[src/rtl/pc_redirect_ctrl.sv]
// PC redirect arbiter: picks one of trap/mret/branch targets, offers it to IF over
// valid/ready, and holds the IF/ID/EX flushes through the handshake and drain window.
module pc_redirect_ctrl #(
    parameter int unsigned ADDR_W       = 64,
    parameter int unsigned FLUSH_CYCLES = 2,
    parameter int unsigned CNT_W        = 32
) (
    input  logic              clk,
    input  logic              rst,
    input  logic              bj_ena,
    input  logic [ADDR_W-1:0] bj_pc,
    input  logic              trap_ena,
    input  logic [ADDR_W-1:0] trap_pc,
    input  logic              ret_ena,
    input  logic [ADDR_W-1:0] ret_pc,
    input  logic              if_ready,
    output logic              redirect_valid,
    output logic [ADDR_W-1:0] redirect_pc,
    output logic              flush_if,
    output logic              flush_id,
    output logic              flush_ex,
    output logic              bj_misalign,
    output logic [CNT_W-1:0]  redirect_cnt
);

    localparam int unsigned DRAIN_W = (FLUSH_CYCLES > 1) ? $clog2(FLUSH_CYCLES) : 1;
    localparam logic [DRAIN_W-1:0] DRAIN_LOAD = DRAIN_W'(FLUSH_CYCLES - 1);

    typedef enum logic [1:0] {StIdle, StIssue, StDrain} state_e;
    typedef enum logic [1:0] {SrcNone, SrcBj, SrcRet, SrcTrap} src_e;

    state_e             state_q, state_d;
    src_e               src_q, src_d;
    logic [ADDR_W-1:0]  pc_q, pc_d;
    logic [DRAIN_W-1:0] drain_q, drain_d;
    logic [CNT_W-1:0]   cnt_q, cnt_d;
    logic               misalign_q, misalign_d;
    logic               bj_req;

    // A target with bit1 set is not a legal fetch target; the trap unit takes over.
    assign bj_req = bj_ena & ~bj_pc[1];

    always_ff @(posedge clk or posedge rst) begin
        if (rst) begin
            state_q    <= StIdle;
            src_q      <= SrcNone;
            pc_q       <= '0;
            drain_q    <= '0;
            cnt_q      <= '0;
            misalign_q <= 1'b0;
        end else begin
            state_q    <= state_d;
            src_q      <= src_d;
            pc_q       <= pc_d;
            drain_q    <= drain_d;
            cnt_q      <= cnt_d;
            misalign_q <= misalign_d;
        end
    end

    always_comb begin
        state_d    = state_q;
        src_d      = src_q;
        pc_d       = pc_q;
        drain_d    = drain_q;
        cnt_d      = cnt_q;
        misalign_d = 1'b0;
        unique case (state_q)
            StIdle: begin
                if (trap_ena) begin
                    state_d = StIssue;
                    src_d   = SrcTrap;
                    pc_d    = trap_pc;
                end else if (ret_ena) begin
                    state_d = StIssue;
                    src_d   = SrcRet;
                    pc_d    = ret_pc;
                end else if (bj_req) begin
                    state_d = StIssue;
                    src_d   = SrcBj;
                    pc_d    = {bj_pc[ADDR_W-1:1], 1'b0};
                end else if (bj_ena) begin
                    misalign_d = 1'b1;
                end
            end
            StIssue: begin
                if (if_ready) begin
                    cnt_d = cnt_q + CNT_W'(1);
                    if (trap_ena) begin
                        // Old target consumed; the trap is a fresh redirect with no drain.
                        src_d = SrcTrap;
                        pc_d  = trap_pc;
                    end else if (FLUSH_CYCLES == 1) begin
                        state_d = StIdle;
                        src_d   = SrcNone;
                    end else begin
                        state_d = StDrain;
                        drain_d = DRAIN_LOAD;
                    end
                end else if (trap_ena && src_q != SrcTrap) begin
                    src_d = SrcTrap;
                    pc_d  = trap_pc;
                end
            end
            StDrain: begin
                if (trap_ena) begin
                    state_d = StIssue;
                    src_d   = SrcTrap;
                    pc_d    = trap_pc;
                    drain_d = '0;
                end else if (drain_q == '0) begin
                    state_d = StIdle;
                    src_d   = SrcNone;
                end else begin
                    drain_d = drain_q - DRAIN_W'(1);
                end
            end
            default: state_d = StIdle;
        endcase
    end

    always_comb begin
        redirect_valid = (state_q == StIssue);
        flush_if       = (state_q != StIdle);
        flush_id       = (state_q != StIdle);
        flush_ex       = (state_q != StIdle);
        redirect_pc    = pc_q;
        bj_misalign    = misalign_q;
        redirect_cnt   = cnt_q;
    end

endmodule

[config.mk]
export PLATFORM = sky130hd
export DESIGN_NAME = pc_redirect_ctrl
export DESIGN_NICKNAME = d
export VERILOG_FILES = /design/src/rtl/pc_redirect_ctrl.sv
export SDC_FILE = /design/constraint.sdc
export NUM_CORES = 1
export LEC_CHECK = 0
export CAP_MARGIN = 15
export CORE_MARGIN = 3
export CORE_UTILIZATION = 36
export DETAILED_ROUTE_END_ITERATION = 12
export GPL_TIMING_DRIVEN = 0
export PLACE_DENSITY = 0.84
export SLEW_MARGIN = 30
export SYNTH_ARGS = -nofsm -noshare
export SYNTH_HDL_FRONTEND = slang
export SYNTH_SLANG_ARGS = --single-unit
[constraint.sdc]
create_clock -name clk -period 2.95 [get_ports clk]
set_input_delay 0.4425 -clock clk [delete_from_list [all_inputs] [get_ports clk]]
set_output_delay 0.4425 -clock clk [all_outputs]
set_load 0.05 [all_outputs]
### Yosys cells after proc, flatten, opt, wreduce, memory -nomap -nowiden

Cells that the tools add are included.

| word-level totals | value |
|---|---|
| bits in read-only memories | 0 |
| bits in writable memories | 0 |
| memories kept | 0 |
| latch bits | 0 |
| bits in registers | 102 |

| cells by class | value |
|---|---|
| reductions and logical operators | 10 |
| order comparisons | 0 |
| equality and inequality tests | 9 |
| shifts and indexed selects | 0 |
| multiplexer cells | 32 |
| add/subtract/negate cells | 2 |
| bitwise gates (word level) | 2 |
| $mul | 0 |
| divide/modulo/power cells | 0 |

Operators by type and width:

| operator | number |
|---|---|
| $mux W64 | 6 |
| $pmux W64 S3 | 1 |
| $add A32 B1 Y32 const B | 1 |
| $mux W2 | 13 |
| $pmux W2 S3 | 2 |
| $mux W1 | 9 |
| $ne A2 B2 Y1 const B | 3 |
| $ne A3 B3 Y1 const B | 2 |
| $reduce_and A3 Y1 | 2 |
| $reduce_and A5 Y1 | 1 |
| $ne A4 B4 Y1 const B | 1 |
| $reduce_and A4 Y1 | 1 |
| $reduce_bool A2 Y1 | 2 |
| $ne A3 B2 Y1 const B | 1 |
| $reduce_bool A3 Y1 | 1 |
| $eq A2 B1 Y1 const B | 1 |
| $eq A2 B2 Y1 const B | 1 |
| $logic_not A2 Y1 | 1 |
| $pmux W1 S2 | 1 |
| $reduce_and A2 Y1 | 1 |
| $and A1 B1 Y1 | 1 |
| $logic_and A1 B1 Y1 | 1 |
| $not A1 Y1 | 1 |
| $sub A1 B1 Y1 const B | 1 |

### Longest topological paths before layout

| depth | value |
|---|---|
| word-level depth | 6 |
| depth in mapped cells | 9 |

### Worst setup path before layout

Ideal clock, no wire load.

| timing path | value |
|---|---|
| path type | register to register |
| start point | register cnt_q[0] (netlist: redirect_cnt[0]) |
| end point | register cnt_q[30] (netlist: redirect_cnt[30]) |
| setup slack | 785 ps |
| data required time | 2,809 ps |
| stages on the path, launching flop included | 6 |
| arrival time | 2,024 ps |
| path through | dfrtp_1 ha_1 nand4_1 nor4_1 nand4_1 xnor2_1 |

| between the ends | value |
|---|---|
| word-level cells in the longest chain between the ends | 1 |

Ends and longest elaborated chain:

| element | RTL line | text |
|---|---|---|
| from (decl) | 36 | `logic [CNT_W-1:0] cnt_q, cnt_d;` |
| from (signal assigned) | 56 | `cnt_q <= cnt_d;` |
| $add A32 B1 Y32 | 88 | `cnt_d = cnt_q + CNT_W'(1);` |

No other way between the ends.
A chain may end at the register's enable or synchronous reset.

### Worst setup path after layout

| timing path | value |
|---|---|
| start point | register state_q[0] |
| end point | output flush_id |

| between the ends | value |
|---|---|
| word-level cells in the longest chain between the ends | 1 |

Ends and longest elaborated chain:

| element | RTL line | text |
|---|---|---|
| from (decl) | 32 | `state_e state_q, state_d;` |
| from (signal assigned) | 45 | `state_q <= StIdle;` |
| from (signal assigned) | 52 | `state_q <= state_d;` |
| $reduce_bool A2 Y1 | 125 | `flush_id = (state_q != StIdle);` |
| to (decl) | 20 | `output logic flush_id,` |

No other way between the ends.

==> reports/qor.log <==
INFO  hold_path      min_from=if_ready
INFO  global_route   grt_antenna_before_repair=0
INFO  setup_path     critical_path.most_common_cell=sky130_fd_sc_hd__inv_1
INFO  setup_path     path_buf_inv=4
INFO  placement      place_hpwl=14600µm
INFO  sta            clock.fmax=397MHz
INFO  clocking       worst_skew_pair.late_latency=0.34ns
INFO  route          route.final.wire_length=18500µm
INFO  logic_synthesis ff_latch_count_synth=102
INFO  floorplan      rows=44
INFO  setup_path     crit_path_start=state_q[0]
INFO  setup_path     crit_path_start_kind=register
INFO  route          detailedRoute.firstPassIterationCount=5
INFO  logic_synthesis synth.most_common_cell=sky130_fd_sc_hd__dfrtp_1
INFO  hold_path      timing.hold.worst_path_depth=3
INFO  floorplan      coreArea=14900µm²
INFO  status         status=finished clean
INFO  logic_synthesis netlist_area=5580µm²
INFO  setup_path     crit_path_cell_trace=inv_1 -> ha_1 -> inv_1 -> buf_4 -> clkdlybuf4s50_1
INFO  setup_path     r2r.worst_path.cells=8
INFO  clocking       cts_tree=yes
INFO  cells_and_area drive_above_1_share=12.9%
INFO  route          routed_wire_length_per_instance=18.8µm
INFO  setup_path     worstPathRequired=2.51ns
INFO  power          max-vdd-ir-drop=0.000411V
INFO  clocking       clkSlewWorstSetupHoldPaths=0.06ns
INFO  setup_path     setup.worst_path.class=reg2out
INFO  logic_synthesis post_synth_inst_count=486
INFO  clocking       buffer_type_at_the_clock_tree_root=sky130_fd_sc_hd__clkbuf_16
INFO  clocking       cts.sinks=102
INFO  global_route   grt_first_pass_wirelength=27900µm
INFO  power          pwr_density_cell=910nW/µm²
INFO  clocking       post_cts_resized=0
INFO  global_route   aggregate_global_routing_overflow=0
INFO  setup_path     timing.critical_path.max_delay_family=buffers and inverters
INFO  route          post-route-drc-count=0
INFO  setup_path     rr_startpoint=state_q[0]
INFO  logic_synthesis synth.net_count=690
INFO  route          post_detailed_route_via_to_cell_ratio=5.29
INFO  placement      gp_congestion=0.828
INFO  sta            maxSlewHeadroom=39.9%
INFO  sta            setup_violations=0
INFO  setup_path     crit_path_top_delay_cell=sky130_fd_sc_hd__clkdlybuf4s50_1
INFO  route          drtIter0Drc=264
INFO  logic_synthesis share_of_synthesized_flip_flops_with_an_asynchronous_set_or_reset=100%
INFO  floorplan      floorplan.die.width=131µm
INFO  cells_and_area fillerInstances=1204
INFO  logic_synthesis synth-edff-count=0
INFO  cells_and_area utilization=61.5%
INFO  clocking       cts_made_buffers=9
INFO  route          ant_nets=0
INFO  sta            finalHoldWorstSlack=0.447ns
INFO  sta            post-route-worst-setup-slack=0.432ns
INFO  setup_path     critical-path-max-stage-delay=0.79ns
INFO  clocking       ctsHoldBuffers=0
INFO  clocking       max-clock-path-buffers=2
INFO  global_route   maximum_number_of_pins_on_one_net_before_global_route_repair=30
INFO  power          post-layout-total-power=8320µW
INFO  hold_path      hp-class=in2reg
INFO  placement      post_placement_worst_setup_slack=0.208ns
INFO  cells_and_area num-nets-final=1000
INFO  setup_path     critical_path_cell_count=5
INFO  sta            number_of_pins_with_negative_max_slew_slack_in_the_final_report=0
INFO  floorplan      floorplan.die.height=131µm
INFO  logic_synthesis yosys.cell_types.count=39
INFO  cells_and_area syn2layout_area_growth=63.8%
INFO  floorplan      starting_density_of_the_core=37.6%
INFO  global_route   grt_util_all_layers=20.5%
INFO  global_route   grt_pass1_vias=5315
INFO  logic_synthesis post_synth_most_frequent_cells=sky130_fd_sc_hd__dfrtp_1, sky130_fd_sc_hd__mux2_2, sky130_fd_sc_hd__o2bb2ai_1
INFO  setup_path     critical_path_arrival=2.08ns
INFO  sta            clk_skew=0.00630ns
INFO  logic_synthesis synth.yosys.seq_area_share=45.7%
INFO  clocking       cts_max_level=3
INFO  sta            hold_viol_final=0
INFO  logic_synthesis top_area_cells_in_the_synthesized_netlist=sky130_fd_sc_hd__dfrtp_1, sky130_fd_sc_hd__mux2_2, sky130_fd_sc_hd__o2bb2ai_1, sky130_fd_sc_hd__a32oi_1, sky130_fd_sc_hd__xnor2_1
INFO  power          leakage=0.00358µW
INFO  setup_path     worstPathMaxFanout=5
INFO  clocking       postCtsSetupBuffers=0
INFO  sta            worst-slew-pin-transition=0.898ns
INFO  sta            finalWorstPathRequiredPeriod=2.52ns
INFO  placement      io_buffer_count=296
INFO  logic_synthesis yosysTopAreaCellShare=45.7%
INFO  sta            finalSetupTns=0ns
INFO  logic_synthesis synth.avg_cell_area=11.5µm²
INFO  setup_path     setup.worst_path.end_class=output pin
INFO  sta            grt_setup_unrepaired=false
INFO  logic_synthesis post-synth-top-area-cell=sky130_fd_sc_hd__dfrtp_1
INFO  sta            layout_worst_path_cycle_share=85.4%
INFO  logic_synthesis synth_top_flop_cell=sky130_fd_sc_hd__dfrtp_1
INFO  logic_synthesis yosys_warnings=0
INFO  cells_and_area final_antenna_diode_count=0
INFO  run            maxCapViolCount=0
INFO  route          route.vias.total=5210
INFO  floorplan      die_area=17000µm²
INFO  floorplan      pin_count=299
-- registers in the layout (all words and copies together) (netlist names) --
signal	flops
redirect_cnt	32
src_q	2
drain_q	1
redirect_pc	64
bj_misalign	1
state_q	2
-- through the flow --
stage	std cells	area, µm²
5_1_grt	984	9150
6_report	984	9150
3_3_place_gp	966	8780
3_5_place_dp	969	8840
4_1_cts	984	9140
2_1_floorplan	486	5590
-- report_power, final --
| part | switching (µW) | total [µW] | internal [µW] | leakage [µW] |
|---|---|---|---|---|
| combinational | 3180 | 5020 | 1850 | 0.00210 |
| clock | 485 | 1180 | 700 | 0.000149 |
| sequential | 260 | 2110 | 1850 | 0.00133 |
-- path summary, 6_finish.rpt --
kind / end / slack, ns
min in group asynchronous: redirect_pc[32] / 0.48
max in group asynchronous: redirect_pc[2] / 1.75
hold / removal: redirect_cnt[2] / 0.45
hold reg to reg: redirect_cnt[31] / 0.47
setup / recovery: flush_id / 0.43
setup reg to reg: redirect_pc[45] / 0.50
-- area by class of cell --
cell class | instances | area (µm²) | area share [%]
Buffer | 48 | 249 | 2.72
Multi-Input combinational cell | 327 | 2750 | 30.1
Clock buffer | 12 | 256 | 2.80
Inverter | 9 | 37.5 | 0.410
Timing Repair Buffer | 299 | 3020 | 33.1
Tap cell | 184 | 230 | 2.52
Clock inverter | 3 | 43.8 | 0.479
Sequential cell | 102 | 2550 | 27.9
-- layout by cell type (no fill, tap or decap), types with 8 or more instances in the layout --
| cell | synthesis | layout |
|---|---|---|
| sky130_fd_sc_hd__clkdlybuf4s50_1 | 0 | 296 |
| sky130_fd_sc_hd__clkbuf_16 | 0 | 9 |
| sky130_fd_sc_hd__clkbuf_1 | 31 | 32 |
| sky130_fd_sc_hd__inv_1 | 9 | 8 |
| sky130_fd_sc_hd__xnor2_1 | 18 | 18 |
| sky130_fd_sc_hd__mux2_2 | 66 | 66 |
| sky130_fd_sc_hd__a32oi_1 | 63 | 63 |
| sky130_fd_sc_hd__xor2_1 | 13 | 13 |
| sky130_fd_sc_hd__nor2_1 | 12 | 12 |
| sky130_fd_sc_hd__o2bb2ai_1 | 64 | 64 |
| sky130_fd_sc_hd__nand3_1 | 8 | 8 |
| sky130_fd_sc_hd__dfrtp_1 | 102 | 102 |
| sky130_fd_sc_hd__nand4_1 | 10 | 10 |
| sky130_fd_sc_hd__nand2_1 | 15 | 15 |
-- worst reg2reg max path, delay by kind of cell (launching register included) --
family	cells	cell delay, ns
buf+inv	3	0.99
compound gates	3	0.49
flops	1	0.42
fa+ha+maj	1	0.38
simple gates	1	0.10
-- logic make-up (layout without fill, tap and decap cells) --
family | Yosys count | after routing | synth area share, %
buf+inv | 57 | 371 | 5.06
flops | 102 | 102 | 45.7
simple gates | 79 | 79 | 7.66
mux | 66 | 66 | 13.3
xor+xnor | 31 | 31 | 4.86
compound gates | 145 | 145 | 22.0
fa+ha+maj | 6 | 6 | 1.34
-- metal layers --
metal	global-route usage (%)	share of wire, %	vias to the layer above
li1	-	-	2520
met4	3.99	1.1	0
met3	4.96	6.7	17
met1	25.5	42	2510
met2	36.4	50	163
met5	0	0	-
Note: power is estimated with default switching activity, not from simulation.
